===== config.mk =====
export PLATFORM = sky130hd
export DESIGN_NAME = cla_slice_sequencer_flat
export DESIGN_NICKNAME = d
export VERILOG_FILES = /design/src/rtl/cla_slice_sequencer_if.sv /design/src/rtl/cla_slice_sequencer.sv /design/src/flat_wrapper.sv
export SDC_FILE = /design/constraint.sdc
export NUM_CORES = 1
export LEC_CHECK = 0
export BUFFER_PORTS_ARGS = -buffer_cell sky130_fd_sc_hd__buf_2
export CAP_MARGIN = 20
export CORE_MARGIN = 2
export CORE_UTILIZATION = 34
export CTS_BUF_LIST = sky130_fd_sc_hd__clkbuf_16
export CTS_CLUSTER_DIAMETER = 60
export DETAILED_ROUTE_END_ITERATION = 7
export HOLD_SLACK_MARGIN = 0.03
export PLACE_DENSITY = 0.59
export SKIP_CTS_REPAIR_TIMING = 1
export SYNTH_ARGS = -nofsm -noshare
export SYNTH_HDL_FRONTEND = slang
export SYNTH_SLANG_ARGS = --single-unit

===== constraint.sdc =====
create_clock -name clk -period 2.5 [get_ports clk]
set_clock_uncertainty 0.15 [all_clocks]
set_input_delay 0.125 -clock clk [delete_from_list [all_inputs] [get_ports clk]]
set_output_delay 0.125 -clock clk [all_outputs]
set_load 0.05 [all_outputs]

===== src/rtl/cla_slice_sequencer_if.sv =====
// Operand/result handshake bundle for the CLA slice sequencer.
// master = operand source and result sink, slave = sequencer.
interface cla_slice_sequencer_if #(
   parameter int WIDTH = 32
);
   logic             in_valid;
   logic             in_ready;
   logic [WIDTH-1:0] a;
   logic [WIDTH-1:0] b;
   logic             cin;
   logic             out_valid;
   logic             out_ready;
   logic [WIDTH-1:0] sum;
   logic             cout;
   logic             ovf;

   modport master (
      output in_valid, a, b, cin, out_ready,
      input  in_ready, out_valid, sum, cout, ovf
   );

   modport slave (
      input  in_valid, a, b, cin, out_ready,
      output in_ready, out_valid, sum, cout, ovf
   );
endinterface


===== src/rtl/cla_slice_sequencer.sv =====
// Wide adder built from repeated passes through one external CLA slice,
// LSB slice first, with the inter-slice carry held in a register.
module cla_slice_sequencer #(
   parameter int WIDTH = 32,
   parameter int SLICE = 8
) (
   input  logic                  clk,
   input  logic                  rst_n,
   cla_slice_sequencer_if.slave  io,
   output logic [SLICE-1:0]      sl_a,
   output logic [SLICE-1:0]      sl_b,
   output logic                  sl_cin,
   input  logic [SLICE-1:0]      sl_sum,
   input  logic                  sl_cout
);
   localparam int NSLICE = WIDTH / SLICE;
   localparam int IW = (NSLICE > 1) ? $clog2(NSLICE) : 1;
   localparam logic [IW-1:0] LAST = IW'(NSLICE - 1);

   typedef enum logic [1:0] {
      IDLE,
      RUN,
      DONE
   } state_t;

   state_t state, state_nx;

   logic [IW-1:0]                 idx;
   logic                          carry;
   logic [NSLICE-1:0][SLICE-1:0]  a_reg;
   logic [NSLICE-1:0][SLICE-1:0]  b_reg;
   logic [NSLICE-1:0][SLICE-1:0]  sum_reg;
   logic                          cout_reg;
   logic                          ovf_reg;
   logic                          accept;
   logic                          last;

   always_ff @(posedge clk or negedge rst_n) begin
      if (!rst_n) state <= IDLE;
      else        state <= state_nx;
   end

   always_comb begin
      state_nx     = state;
      io.in_ready  = 1'b0;
      io.out_valid = 1'b0;
      sl_a         = '0;
      sl_b         = '0;
      sl_cin       = 1'b0;
      accept       = 1'b0;
      last         = (idx == LAST);
      unique case (state)
         IDLE: begin
            io.in_ready = 1'b1;
            if (io.in_valid) begin
               accept   = 1'b1;
               state_nx = RUN;
            end
         end
         RUN: begin
            sl_a   = a_reg[idx];
            sl_b   = b_reg[idx];
            sl_cin = carry;
            if (last) state_nx = DONE;
         end
         DONE: begin
            io.out_valid = 1'b1;
            if (io.out_ready) state_nx = IDLE;
         end
         default: state_nx = IDLE;
      endcase
   end

   // Operands are frozen from capture until the next accept.
   always_ff @(posedge clk or negedge rst_n) begin
      if (!rst_n) begin
         idx      <= '0;
         carry    <= 1'b0;
         a_reg    <= '0;
         b_reg    <= '0;
         sum_reg  <= '0;
         cout_reg <= 1'b0;
         ovf_reg  <= 1'b0;
      end else begin
         if (accept) begin
            a_reg <= io.a;
            b_reg <= io.b;
            carry <= io.cin;
            idx   <= '0;
         end
         if (state == RUN) begin
            sum_reg[idx] <= sl_sum;
            carry        <= sl_cout;
            idx          <= last ? '0 : idx + 1'b1;
            if (last) begin
               cout_reg <= sl_cout;
               ovf_reg  <= (sl_a[SLICE-1] == sl_b[SLICE-1]) &&
                           (sl_sum[SLICE-1] != sl_a[SLICE-1]);
            end
         end
      end
   end

   assign io.sum  = sum_reg;
   assign io.cout = cout_reg;
   assign io.ovf  = ovf_reg;

endmodule


===== src/flat_wrapper.sv =====
// flat-port wrapper written by rule: the top's interface ports become plain ports
module cla_slice_sequencer_flat 
#(
   parameter int WIDTH = 32,
   parameter int SLICE = 8
)
  (clk, rst_n, sl_a, sl_b, sl_cin, sl_sum, sl_cout, io_in_valid, io_a, io_b, io_cin, io_out_ready, io_in_ready, io_out_valid, io_sum, io_cout, io_ovf);
  cla_slice_sequencer_if #(.WIDTH(WIDTH)) io_i ();
  input  logic clk;
  input  logic rst_n;
  output logic [SLICE-1:0] sl_a;
  output logic [SLICE-1:0] sl_b;
  output logic sl_cin;
  input  logic [SLICE-1:0] sl_sum;
  input  logic sl_cout;
  input wire logic [$bits(io_i.in_valid)-1:0] io_in_valid;
  input wire logic [$bits(io_i.a)-1:0] io_a;
  input wire logic [$bits(io_i.b)-1:0] io_b;
  input wire logic [$bits(io_i.cin)-1:0] io_cin;
  input wire logic [$bits(io_i.out_ready)-1:0] io_out_ready;
  output wire logic [$bits(io_i.in_ready)-1:0] io_in_ready;
  output wire logic [$bits(io_i.out_valid)-1:0] io_out_valid;
  output wire logic [$bits(io_i.sum)-1:0] io_sum;
  output wire logic [$bits(io_i.cout)-1:0] io_cout;
  output wire logic [$bits(io_i.ovf)-1:0] io_ovf;
  assign io_i.in_valid = io_in_valid;
  assign io_i.a = io_a;
  assign io_i.b = io_b;
  assign io_i.cin = io_cin;
  assign io_i.out_ready = io_out_ready;
  assign io_in_ready = io_i.in_ready;
  assign io_out_valid = io_i.out_valid;
  assign io_sum = io_i.sum;
  assign io_cout = io_i.cout;
  assign io_ovf = io_i.ovf;
  cla_slice_sequencer #(.WIDTH(WIDTH), .SLICE(SLICE)) u_core (.clk(clk), .rst_n(rst_n), .io(io_i), .sl_a(sl_a), .sl_b(sl_b), .sl_cin(sl_cin), .sl_sum(sl_sum), .sl_cout(sl_cout));
endmodule

==> run_results.csv <==
group,metric,value,unit
finish,area_delta_synth_final,42.72,%
power,power.leakage,3.257,nW
power,pwr-share-comb,53.3,%
setup_path,crit_path_end_kind,"output port",
finish,final_cells,796,
timing,maxSlewViolCount,0,
yosys,avgSynthCellArea,10.81,sq um
finish,layout-drive-gt1-share,32.53,%
floorplan,core,0.01272,sq mm
yosys,synth_area,0.004476,sq mm
cts,cts-root-buf,"clkbuf_16",
route,routed_via_density,4.494,
yosys,synth.area.top_cells,"dfrtp_1 58%, nand2_1 16%, mux2_2 8.3%",
yosys,yosys_warnings,0,
route,dr_total_vias,3577,
cts,cts_sinks,103,
placement,routabilityCongestion,0.7730,
route,ant_nets,0,
setup_path,r2r.worst_path.cells,5,
yosys,synth_compound_area_share,0.9226,%
setup_path,crit_arrival,1.96,ns
power,clkPwrFrac,14.3,%
timing,rsz0062_at_grt,"false",
global_route,grt_pass1_vias,3355,
yosys,synth_top_area_share,57.59,%
cts,clockBufferDepth,2,
setup_path,cp_slowest_cell,"mux4_1",
yosys,synthSimpleGateAreaFrac,20.83,%
timing,fin_setup_tns,0,ns
placement,place_inst,703,
placement,placed_cell_area,0.005343,sq mm
finish,fin_util,50.21,%
yosys,synthXorXnorAreaFrac,0,%
timing,setup_ws,0.2656,ns
worst_hold_path,worstHoldPathType,"primary input to asynchronous set/reset pin",
power,intPower,4.806,mW
route,drc,0,
floorplan,pin_count,131,
yosys,yosysTopAreaCell,"dfrtp_1",
placement,io_buffers,130,
floorplan,die-width,118.7,um
yosys,synth_top_family_by_area,"simple AND/OR/NAND/NOR gates",
setup_path,r2r-start,"u_core.state[0]$_DFFE_PN0P_",
finish,fin_area,0.006387,sq mm
setup_path,critPathTopFamily,"multiplexers",
floorplan,fp.dieArea,0.01410,sq mm
setup_path,crit_cells,4,
setup_path,slowest_delay,0.63,ns
setup_path,crit_start,"u_core.idx[0]$_DFFE_PN0P_",
timing,period_share,89.38,%
finish,n_antenna_cell,0,
route,wirelength,11190,um
power,swShare,46.64,%
global_route,antenna_found_initial,0,
cts,cts_tree,"yes",
timing,maxSlewHeadroom,59.75,%
cts,insertion_delay,0.33,ns
cts,h-tree-depth,3,
setup_path,reg2reg_to,"u_core.carry$_DFFE_PN0P_",
route,first_iter_violations,181,
global_route,grt_usage,15.36,%
timing,setup_violations,0,
setup_path,cp_data_required_time,2.23,ns
cts,cts_buffers,9,
setup_path,worstSetupEndpoint,"sl_a[2]",
setup_path,reg2reg_setup_slack,0.43,ns
route,wl_per_cell,14.06,um
outcome,status,"complete, no violations",
floorplan,die_h,118.7,um
job,max_cap_viol_count,0,
yosys,syn-num-nets,496,
yosys,synth_seq_area_share,57.59,%
power,p_switching,4.200,mW
timing,hold_viol,0,
power,vdd_ir_drop_max,0.0005907,V
setup_path,crit_buf_inv,2,
setup_path,crit_chain,"buf_4 > mux4_1 > and2_1 > buf_2",
route,dr.pass1.iters,5,
power,power_density,1410,mW/mm^2
yosys,synthCells,414,
timing,worstMarginPinSlew,0.6038,ns
yosys,synth_mux_area_share,16.86,%
setup_path,path_class,"register to output port",
timing,finalCriticalPeriod,2.234,ns
setup_path,start_kind,"register",
floorplan,row_count,41,
finish,nets,701,
floorplan,start_util,35.18,%
global_route,grt_pass1_wl,17130,um
finish,fill_cells,1232,
cts,clk_pin_slew,0.07,ns
timing,fmax,447.5,MHz
yosys,ys_ff_latch,103,
yosys,yosysUniqueCellTypes,24,
placement,dp_slack,0.5645,ns
global_route,grt_overflow,0,
placement,dp_hpwl,7541,um
setup_path,crit_fanout,14,
power,pwr-share-seq,32.4,%
global_route,grt_max_degree,58,
yosys,synth-adder-area-share,1.118,%
==> cell type report <==
type	instances	area, sq um	area share [%]
inverter	3	11.26	0.1763
clock buffer	9	225.2	3.526
sequential	103	2577	40.35
tap	172	215.2	3.369
clock inverter	7	48.80	0.7640
timing repair buffer	217	1524	23.86
multi-input combinational	285	1785	27.95
==> how the worst min path moves through the flow <==
stage / to / slack (ns) / cells after the start
floorplan: u_core.a_reg[0]$_DFFE_PN0P_ / -0.32 / 0
global placement: u_core.io.sum[27]$_DFFE_PN0P_ / 0.02 / 1
detailed placement: u_core.io.sum[27]$_DFFE_PN0P_ / 0.02 / 1
CTS: u_core.io.sum[27]$_DFFE_PN0P_ / -0.34 / 1
global route: u_core.io.sum[11]$_DFFE_PN0P_ / 0.28 / 2
finish: u_core.io.sum[11]$_DFFE_PN0P_ / 0.20 / 2
==> cells in the final DEF (no fill, tap or decap), types with 4 or more instances in the layout <==
cell type / count
nand2_1: 194
buf_2: 129
dfrtp_1: 103
dlygate4sd3_1: 77
mux2_2: 33
and2_1: 17
mux4_2: 10
clkbuf_16: 9
buf_4: 9
mux4_1: 6
inv_1: 4
ha_1: 4
==> metal layers <==
layer  global-route usage, %  wire (um)
met4                   4.464        111
met5                       0          0
met1                   21.68       5307
met2                   24.28       5224
met3                   2.751        550
==> synthesized netlist by cell type <==
master and number:
nand2b_1 3, mux4_2 10, and3b_1 1, a22oi_1 1
nor2b_1 1, nand2_1 194, nand3_1 2, nand3b_1 1
o31a_1 1, mux2_2 33, or3b_1 1, nor2_1 1
o21ai_0 2, buf_6 1, nor3b_1 2, and2_1 17
dfrtp_1 103, inv_1 3, clkbuf_1 10, mux4_1 6
o31ai_1 2, buf_2 12, nand2_2 3, ha_1 4
==> cells by family (layout without fill, tap and decap cells) <==
logic type      after synthesis  in the layout
simple gates                226            226
flops                       103            103
mux                          49             49
buf+inv                      26            236
compound gates                6              6
fa+ha+maj                     4              4
==> power groups by stage <==
stage                     logic, mW  clock network [mW]  registers, mW
final                          4.80                1.29           2.92
after global routing           5.16                1.39           3.02
after CTS                      4.75                1.33           2.92
after detailed placement       4.74                   0           2.94
after global placement         4.66                   0           2.92
after floorplan                2.65                   0           3.84
==> worst register-to-register path, cell delays in order (launching register included) <==
cell and delay, ns:
dfrtp_1 0.44, nor3b_2 0.23, buf_4 0.40, a22oi_1 0.12, dlygate4sd3_1 0.59, nand2_1 0.07
==> stage by stage <==
step                power, mW  hold slack (ns)
CTS                     8.990          -0.3399
finish                  9.006           0.2022
detailed placement      7.684          0.02274
global route            9.579           0.2756
global placement        7.580          0.01945
floorplan               6.492          -0.3206
No activity file was read; power rests on OpenSTA's default activity.
